<file path="config.mk">
export PLATFORM = sky130hd
export DESIGN_NAME = score_keeper_flat
export DESIGN_NICKNAME = d
export VERILOG_FILES = /design/src/rtl/score_keeper_if.sv /design/src/rtl/score_keeper.sv /design/src/flat_wrapper.sv
export SDC_FILE = /design/constraint.sdc
export NUM_CORES = 1
export LEC_CHECK = 0
export CAP_MARGIN = 10
export CORE_AREA = 2 2 103 105
export CTS_CLUSTER_DIAMETER = 60
export DETAILED_ROUTE_END_ITERATION = 10
export DIE_AREA = 0 0 105 107
export SLEW_MARGIN = 0
export SYNTH_ARGS = -nofsm -noshare
export SYNTH_HDL_FRONTEND = slang
export SYNTH_SLANG_ARGS = --single-unit
</file>
<file path="constraint.sdc">
create_clock -name clk -period 6.8 [get_ports clk]
set_input_delay 1.02 -clock clk [delete_from_list [all_inputs] [get_ports clk]]
set_output_delay 1.02 -clock clk [all_outputs]
set_load 0.01 [all_outputs]
</file>
<file path="src/rtl/score_keeper_if.sv">
// Event and display bus between the collision logic, the score keeper and the display stage.
// master drives gameplay pulses and observes scores; slave is the score keeper itself.
interface score_keeper_if;
    logic        start;
    logic        brick_hit;
    logic [2:0]  brick_row;
    logic        paddle_hit;
    logic        ball_lost;
    logic [13:0] current_score;
    logic [13:0] high_score;
    logic [1:0]  lives;
    logic [2:0]  combo;
    logic        playing;
    logic        game_over;

    modport master (
        output start, brick_hit, brick_row, paddle_hit, ball_lost,
        input  current_score, high_score, lives, combo, playing, game_over
    );

    modport slave (
        input  start, brick_hit, brick_row, paddle_hit, ball_lost,
        output current_score, high_score, lives, combo, playing, game_over
    );
endinterface

</file>
<file path="src/rtl/score_keeper.sv">
// Breakout scoring: running score, session high score, lives and hit-combo multiplier.
// All outputs come straight from registers; every event is applied on the edge that samples it.
module score_keeper #(
    parameter int MAX_SCORE   = 9999,
    parameter int START_LIVES = 3,
    parameter int COMBO_MAX   = 4
) (
    input  logic          clk,
    input  logic          rst_n,
    score_keeper_if.slave bus
);

    localparam logic [1:0]  ST_IDLE = 2'd0;
    localparam logic [1:0]  ST_PLAY = 2'd1;
    localparam logic [1:0]  ST_OVER = 2'd2;

    localparam logic [13:0] C_MAX_SCORE = 14'(MAX_SCORE);
    localparam logic [1:0]  C_LIVES     = 2'(START_LIVES);
    localparam logic [2:0]  C_COMBO_MAX = 3'(COMBO_MAX);

    logic [1:0]  r_state;
    logic [13:0] r_score;
    logic [13:0] r_high;
    logic [1:0]  r_lives;
    logic [2:0]  r_combo;
    logic        r_playing;
    logic        r_game_over;

    logic [2:0]  w_points;
    logic [5:0]  w_award;
    logic [14:0] w_sum;
    logic [13:0] w_brick_score;
    logic [13:0] w_new_score;
    logic [13:0] w_new_high;
    logic [2:0]  w_new_combo;
    logic        w_start_game;

    function automatic logic [2:0] row_points(input logic [2:0] row);
        logic [2:0] pts;
        case (row[2:1])
            2'd0:    pts = 3'd7;
            2'd1:    pts = 3'd5;
            2'd2:    pts = 3'd3;
            default: pts = 3'd1;
        endcase
        return pts;
    endfunction

    // Next-value arithmetic for score, high score and combo while playing.
    always_comb begin
        w_points = row_points(bus.brick_row);
        w_award  = {3'b000, w_points} * {3'b000, r_combo};
        w_sum    = {1'b0, r_score} + {9'd0, w_award};
        if (w_sum > {1'b0, C_MAX_SCORE}) begin
            w_brick_score = C_MAX_SCORE;
        end else begin
            w_brick_score = w_sum[13:0];
        end
        if (bus.brick_hit) begin
            w_new_score = w_brick_score;
        end else begin
            w_new_score = r_score;
        end
        // High score compares against the score including a same-cycle brick.
        if (w_new_score > r_high) begin
            w_new_high = w_new_score;
        end else begin
            w_new_high = r_high;
        end
        if (bus.paddle_hit || bus.ball_lost) begin
            w_new_combo = 3'd1;
        end else if (bus.brick_hit) begin
            if (r_combo >= C_COMBO_MAX) begin
                w_new_combo = C_COMBO_MAX;
            end else begin
                w_new_combo = r_combo + 3'd1;
            end
        end else begin
            w_new_combo = r_combo;
        end
        w_start_game = bus.start && (r_state != ST_PLAY);
    end

    // Game FSM and all score/lives/combo registers.
    always_ff @(posedge clk) begin
        if (!rst_n) begin
            r_state     <= ST_IDLE;
            r_score     <= 14'd0;
            r_high      <= 14'd0;
            r_lives     <= C_LIVES;
            r_combo     <= 3'd1;
            r_playing   <= 1'b0;
            r_game_over <= 1'b0;
        end else begin
            case (r_state)
                ST_IDLE, ST_OVER: begin
                    if (w_start_game) begin
                        r_state     <= ST_PLAY;
                        r_score     <= 14'd0;
                        r_lives     <= C_LIVES;
                        r_combo     <= 3'd1;
                        r_playing   <= 1'b1;
                        r_game_over <= 1'b0;
                    end else begin
                        r_state     <= r_state;
                    end
                end
                ST_PLAY: begin
                    r_score <= w_new_score;
                    r_combo <= w_new_combo;
                    if (bus.ball_lost) begin
                        r_lives <= r_lives - 2'd1;
                        if (r_lives == 2'd1) begin
                            r_state     <= ST_OVER;
                            r_high      <= w_new_high;
                            r_playing   <= 1'b0;
                            r_game_over <= 1'b1;
                        end else begin
                            r_state     <= ST_PLAY;
                        end
                    end else begin
                        r_lives <= r_lives;
                    end
                end
                default: begin
                    r_state     <= ST_IDLE;
                    r_playing   <= 1'b0;
                    r_game_over <= 1'b0;
                end
            endcase
        end
    end

    assign bus.current_score = r_score;
    assign bus.high_score    = r_high;
    assign bus.lives         = r_lives;
    assign bus.combo         = r_combo;
    assign bus.playing       = r_playing;
    assign bus.game_over     = r_game_over;

endmodule

</file>
<file path="src/flat_wrapper.sv">
// flat-port wrapper written by rule: the top's interface ports become plain ports
module score_keeper_flat 
#(
    parameter int MAX_SCORE   = 9999,
    parameter int START_LIVES = 3,
    parameter int COMBO_MAX   = 4
)
  (clk, rst_n, bus_start, bus_brick_hit, bus_brick_row, bus_paddle_hit, bus_ball_lost, bus_current_score, bus_high_score, bus_lives, bus_combo, bus_playing, bus_game_over);
  score_keeper_if bus_i ();
  input  logic clk;
  input  logic rst_n;
  input wire logic [$bits(bus_i.start)-1:0] bus_start;
  input wire logic [$bits(bus_i.brick_hit)-1:0] bus_brick_hit;
  input wire logic [$bits(bus_i.brick_row)-1:0] bus_brick_row;
  input wire logic [$bits(bus_i.paddle_hit)-1:0] bus_paddle_hit;
  input wire logic [$bits(bus_i.ball_lost)-1:0] bus_ball_lost;
  output wire logic [$bits(bus_i.current_score)-1:0] bus_current_score;
  output wire logic [$bits(bus_i.high_score)-1:0] bus_high_score;
  output wire logic [$bits(bus_i.lives)-1:0] bus_lives;
  output wire logic [$bits(bus_i.combo)-1:0] bus_combo;
  output wire logic [$bits(bus_i.playing)-1:0] bus_playing;
  output wire logic [$bits(bus_i.game_over)-1:0] bus_game_over;
  assign bus_i.start = bus_start;
  assign bus_i.brick_hit = bus_brick_hit;
  assign bus_i.brick_row = bus_brick_row;
  assign bus_i.paddle_hit = bus_paddle_hit;
  assign bus_i.ball_lost = bus_ball_lost;
  assign bus_current_score = bus_i.current_score;
  assign bus_high_score = bus_i.high_score;
  assign bus_lives = bus_i.lives;
  assign bus_combo = bus_i.combo;
  assign bus_playing = bus_i.playing;
  assign bus_game_over = bus_i.game_over;
  score_keeper #(.MAX_SCORE(MAX_SCORE), .START_LIVES(START_LIVES), .COMBO_MAX(COMBO_MAX)) u_core (.clk(clk), .rst_n(rst_n), .bus(bus_i));
endmodule
</file>
==> results of run 1 <==
-- cell type report --
type | count | area, um^2
clock buffers | 7 | 96.3
clock inverters | 1 | 5.00
fillers | 1097 | 6410
inverters | 43 | 161
multi-input cells | 298 | 2000
flip-flops and latches | 37 | 741
well taps | 136 | 170
repair buffers | 54 | 510
-- layout by cell type, fill, tap and decap left out, types with 2 or more instances in the layout --
master            n
buf_4            12
nor4_1            2
fa_1              5
and2_1            6
nor3_1            8
nand4_1          11
o21a_1            3
nand4b_1          3
nor2b_1           8
or2_1             2
dfxtp_1          37
a32oi_1           3
nand2b_1          5
or3_1             6
a21o_1            3
clkbuf_8          7
and4_1            3
o32ai_1           3
inv_1            43
clkdlybuf4s50_1  42
and3_1            5
nand3b_1          2
a31oi_1           9
nor2_1           41
nand3_1          10
a21oi_1          26
a211oi_1          5
nand2_1          30
o21ai_1           2
ha_1             26
a311oi_1          4
xnor2_1           4
a21boi_0          2
o211ai_1          2
xor2_1            6
o21ai_0          30
o41ai_1           2
-- cell usage after synthesis, types with 2 or more instances --
| cell | number | area [um^2] |
|---|---|---|
| o21ai_1 | 2 | 10.0 |
| nor3_1 | 8 | 40.0 |
| buf_4 | 3 | 22.5 |
| o21a_1 | 3 | 22.5 |
| or3_1 | 6 | 37.5 |
| buf_1 | 2 | 7.51 |
| a211oi_1 | 6 | 45.0 |
| buf_2 | 4 | 20.0 |
| dfxtp_1 | 37 | 741 |
| inv_1 | 43 | 161 |
| and2_1 | 6 | 37.5 |
| a21oi_1 | 27 | 135 |
| nand2b_1 | 5 | 31.3 |
| nor2_1 | 41 | 154 |
| nand4_1 | 11 | 68.8 |
| clkbuf_1 | 11 | 41.3 |
| a21boi_0 | 2 | 15.0 |
| nor4_1 | 2 | 12.5 |
| o41ai_1 | 2 | 17.5 |
| xnor2_1 | 4 | 35.0 |
| and3_1 | 5 | 31.3 |
| a31oi_1 | 9 | 56.3 |
| a311oi_1 | 4 | 35.0 |
| nand3_1 | 10 | 50.1 |
| xor2_1 | 6 | 52.6 |
| o21ai_0 | 30 | 150 |
| a32oi_1 | 3 | 26.3 |
| nor2b_1 | 8 | 50.1 |
| a21o_1 | 3 | 22.5 |
| nand3b_1 | 2 | 15.0 |
| nand4b_1 | 3 | 26.3 |
| o211ai_1 | 2 | 15.0 |
| ha_1 | 26 | 325 |
| nand2_1 | 30 | 113 |
| fa_1 | 5 | 100 |
| o32ai_1 | 3 | 26.3 |
| or2_1 | 2 | 12.5 |
| and4_1 | 3 | 26.3 |
-- state kept, by name, summed over array words and instances, names as in the netlist --
name,count
u_core.bus.combo,3
u_core.bus.current_score,14
u_core.bus.game_over,1
u_core.bus.high_score,14
u_core.bus.lives,2
u_core.bus.playing,1
u_core.r_state,2
-- cells by family after synthesis --
logic type      Yosys count  share of synthesized area, %
xor+xnor                 10                          2.92
fa+ha+maj                31                          14.2
mux                       1                         0.334
buf+inv                  64                          8.81
simple gates            145                          24.6
compound gates          111                          24.4
flops                    37                          24.7
-- metal layers --
layer  track usage (%)  vias to the layer above  part of all wire [%]
li1                  -                     1494                     -
met1              20.0                     1381                    46
met2              25.1                      101                    45
met3              3.16                       18                   7.4
met4              4.00                        0                   1.7
met5                 0                        -                     0
-- metrics by stage --
step	std cells	hold WS [ps]	total power [mW]	util, %
after CTS	576	493	0.478	36.4
after detailed placement	568	479	0.304	35.4
after global placement	568	470	0.303	35.4
final	576	484	0.474	36.5
after global routing	576	531	0.499	36.5
after floorplan	399	494	0.278	-
-- what timing repair did --
action,in CTS,in global routing
gates resized for setup,0,2
setup endpoints to repair,0,2
buffers inserted,0,0
-- final timing paths --
kind | start | to | slack [ps]
min | u_core.bus.playing | u_core.bus.playing | 480
max | bus_brick_row[1] | u_core.bus.high_score[1] | 300
max reg2reg | u_core.bus.combo[0] | u_core.bus.high_score[1] | 990
min reg2reg | u_core.bus.playing | u_core.bus.playing | 480
-- report_power, final --
group          total (mW)  switching (mW)  leakage (nW)  internal [mW]
combinational      0.0770          0.0470          1.11         0.0300
clock               0.173          0.0812        0.0542         0.0918
sequential          0.224         0.00386         0.299          0.220
-- critical path: cells and delay by family --
| family | cells | cell delay [ps] |
|---|---|---|
| simple gates | 7 | 1120 |
| buf+inv | 4 | 1030 |
| compound gates | 7 | 1630 |
| fa+ha+maj | 4 | 1890 |
==> run_results.csv, run 1 <==
group,metric,value,unit
die,rows,37,
die,start_util,29.7,%
sta,tightest_slew,611,ps
drt,drc,0,
setup_path,worstPathRequired,6990,ps
cts,cts.sinks,37,
synth,ys_async_sr_fraction,0,%
sta,period_needed,6500,ps
setup_path,rr_worst_depth,22,
synth,synth_seq_cells,37,
cts,clock_path_buffers,2,
die,die_area,11200,um^2
setup_path,critPathLaunchType,"input port",
setup_path,cp_max_fo,15,
synth,synth_warnings,0,
setup_path,worstPathCellList,"clkdlybuf4s50_1 > nor2_1 > fa_1 > inv_1 > fa_1 > fa_1 > nor2b_1 > o2111ai_1 > a21oi_1 > or3_1 > nand3_1 > buf_4 > a211oi_1 > ha_1 > nand4_1 > nor2_1 > o21ai_0 > a21oi_1 > o311a_1 > buf_4 > or3_1 > o41ai_2",
sta,period_share,95.6,%
cts,htree_levels,2,
sta,rsz0062_at_grt,"false",
cts,numCtsBuffers,5,
cts,clock_latency,290,ps
layout,fin_area,3680,um^2
run_status,status,"completed",
cts,path_clk_slew,80,ps
setup_path,crit_top_cell,"fa_1",
setup_path,worstSetupPathType,"input port to register",
sta,max_freq,154,MHz
sta,tns,0,ps
placed_design,routabilityCongestion,0.853,
setup_path,cp-end-kind,"register",
cts,cts-root-buf,"clkbuf_8",
drt,viasPerCell,5.20,
drt,dr.pass1.iters,5,
placed_design,port_buffers,42,
synth,synth_cell_types,58,
setup_path,cp.arrival,6690,ps
die,die_y,107,um
setup_path,slowest_delay,520,ps
layout,fin_nets,479,
drt,num_vias,2994,
synth,synth_area,3000,um^2
placed_design,place_ws,113,ps
power,leakagePower,1.47,nW
global_route,grt_antenna_before_repair,0,
synth,syn_nets,439,
drt,first_iter_violations,167,
synth,synth_seq_area_share,24.7,%
synth,syn_inst,399,
synth,synth_top_flop_cell,"dfxtp_1",
die,die_w,105,um
power,ir_drop,99.7,uV
sta,fin_ws,302,ps
placed_design,placed_area,3570,um^2
layout,area_growth_syn_to_layout,23.0,%
sta,slew_headroom,59.2,%
cts,cts_hold_buf,0,
sta,finClkSkew,5.09,ps
synth,synth.avg_cell_area,7.51,um^2
drt,wl_per_cell,14.7,um
layout,n_antenna_cell,0,
placed_design,dp_hpwl,6460,um
worst_hold_path,holdPathStages,2,
setup_path,cp_slowest_cell,"fa_1",
die,coreArea,10100,um^2
sta,slew_violations,0,
global_route,grt_max_degree,38,
cts,tritoncts,"done",
synth,synth_edf_count,0,
global_route,grtUsageTotal,15.1,%
sta,setup_viol_count_final,0,
run,cap_violations,0,
worst_hold_path,hp-class,"register to register",
global_route,grt_pass1_vias,2890,
global_route,grt_pass1_wl,13900,um
power,powerDensity,129,nW/um^2
global_route,overflow,0,
drt,routed_wl,8480,um
sta,hold_viol_final,0,
drt,antenna_left,0,
layout,drive_gt1_share,6.82,%
die,ioPinCount,44,
Power figures use the tool's default switching activity.
==> run 2: changes to the inputs <==
- CORE_AREA: 2 2 103 105 -> 3 3 104 106
- DIE_AREA: 0 0 105 107 -> 0 0 107 109
==> run 2 against run 1 <==
- via count decreased by 0.90%
- global-route usage fell by 0.14 points
- first-iteration DRC count is 0.60% lower
- setup slack better by 150 ps
- clock power up 19%
- non-clock buffer count down 1
- sequential share of layout area barely moved
- worst hold slack better by 4.1 ps
- largest cell class unchanged
- power rose by 6.9%
- highest routed layer unchanged
- fmax increased by 2.3%
- combinational power fell by 0.8%
- flip-flop and latch count stayed put
==> run_results.csv, run 2 (same netlist as run 1, synthesis figures left out) <==
group,metric,value,unit
setup_path,worstPathRequired,7000,ps
sta,tns,0,ps
cts,post_cts_buffers,0,
setup_path,worstSetupPathType,"input port to register",
sta,tightest_slew,627,ps
drt,viasPerCell,5.19,
die,rows,36,
cts,clock_latency,300,ps
cts,path_clk_slew,80,ps
die,ioPinCount,44,
drt,dr.pass1.iters,4,
global_route,overflow,0,
run,cap_violations,0,
sta,rsz0062_at_grt,"false",
placed_design,port_buffers,42,
drt,first_iter_violations,166,
cts,cts_hold_buf,0,
layout,stdcell_count,572,
placed_design,dp_hpwl,6550,um
layout,area_growth_syn_to_layout,23.1,%
power,p_int,369,uW
setup_path,cp.arrival,6550,ps
cts,clock_path_buffers,2,
drt,wl_per_cell,14.7,um
sta,finClkSkew,15.1,ps
power,ir_drop,74.5,uV
die,start_util,30.4,%
power,fin_total_pwr,506,uW
layout,fin_nets,478,
drt,num_vias,2967,
placed_design,dp_cells,564,
run_status,status,"completed",
layout,mostFrequentLayoutCell,"inv_1",
layout,drive_gt1_share,6.38,%
layout,n_antenna_cell,0,
cts,htree_levels,2,
placed_design,routabilityCongestion,0.917,
sta,period_share,93.4,%
sta,setup_viol_count_final,0,
sta,slew_headroom,58.2,%
cts,cts-root-buf,"clkbuf_8",
global_route,grt_pass1_vias,2865,
sta,period_needed,6350,ps
layout,fill_cells,1051,
power,pwr-share-comb,15.1,%
power,clkPwrFrac,40.7,%
drt,antenna_left,0,
die,die_y,109,um
cts,cts.sinks,37,
worst_hold_path,hp-class,"register to register",
cts,tritoncts,"done",
layout,ff_latch_area,741,um^2
die,coreArea,9860,um^2
layout,multi_input_area,2000,um^2
power,powerDensity,137,nW/um^2
drt,routed_wl,8390,um
global_route,grt_pass1_wl,14000,um
layout,layout_common_cells,"43 x inv_1, 42 x clkdlybuf4s50_1, 41 x nor2_1",
sta,max_freq,158,MHz
global_route,grt_antenna_before_repair,0,
global_route,grtUsageTotal,15.0,%
sta,hold_viol_final,0,
power,swShare,27.1,%
setup_path,cp_max_fo,7,
cts,numCtsBuffers,5,
die,die_area,11700,um^2
drt,drc,0,
setup_path,cp-end-kind,"register",
power,p_switching,137,uW
setup_path,critPathLaunchType,"input port",
global_route,grt_max_degree,38,
die,die_w,107,um
sta,slew_violations,0,
power,leakagePower,1.46,nW
power,p_seq_share,44.2,%
cts,cts.repair.resized,0,
## run 2: metal layers
metal / vias up / global-route usage (%) / share of wire, %
li1: 1495 / - / -
met1: 1368 / 20.1 / 49
met2: 92 / 24.2 / 44
met3: 12 / 3.02 / 5.3
met4: 0 / 4.84 / 1.8
met5: - / 0 / 0
## run 2: critical path, stage by stage
cell             delay (ps)
clkdlybuf4s50_1         510
nor2_1                   70
fa_1                    490
inv_1                    50
fa_1                    580
inv_1                    60
ha_1                    310
a211oi_2                330
o21a_1                  240
or2_1                   240
o211a_1                 210
o221ai_2                190
a21oi_1                 350
nor2_1                  100
ha_1                    300
a211oi_1                230
nor2_1                   70
o21ai_0                 170
a21oi_1                  90
o311a_1                 350
buf_4                   170
or3_1                   330
o41ai_2                  70
## run 2: power groups by stage
stage	clock [mW]	sequential [mW]	combinational, mW
6_report	0.206	0.224	0.0764
5_1_grt	0.219	0.224	0.0867
4_1_cts	0.211	0.224	0.0758
3_5_place_dp	0	0.229	0.0755
3_3_place_gp	0	0.229	0.0743
2_1_floorplan	0	0.229	0.0490
## run 2: path summary, 6_finish.rpt
kind                             from                  endpoint  slack [ps]  cells past startpoint
hold reg to reg    u_core.bus.playing        u_core.bus.playing         490                      2
setup reg to reg  u_core.bus.combo[0]  u_core.bus.high_score[1]        1160                     22
setup / recovery     bus_brick_row[1]  u_core.bus.high_score[1]         450                     23
hold / removal     u_core.bus.playing        u_core.bus.playing         490                      2
## run 2: per-stage QoR
stage	instance area (um^2)	worst slack (ps)	utilization (%)	hold WS [ps]
2_1_floorplan	3000	1250	-	494
3_3_place_gp	3560	173	36.1	471
3_5_place_dp	3560	58.6	36.1	471
4_1_cts	3680	350	37.3	489
5_1_grt	3690	23.2	37.4	512
6_report	3690	451	37.4	488
## run 2: layout make-up
| class | count | area share [%] |
|---|---|---|
| Timing Repair Buffer | 53 | 13.6 |
| Clock inverter | 2 | 1.02 |
| Multi-Input combinational cell | 298 | 54.1 |
| Tap cell | 133 | 4.51 |
| Sequential cell | 37 | 20.1 |
| Inverter | 43 | 4.38 |
| Clock buffer | 6 | 2.24 |
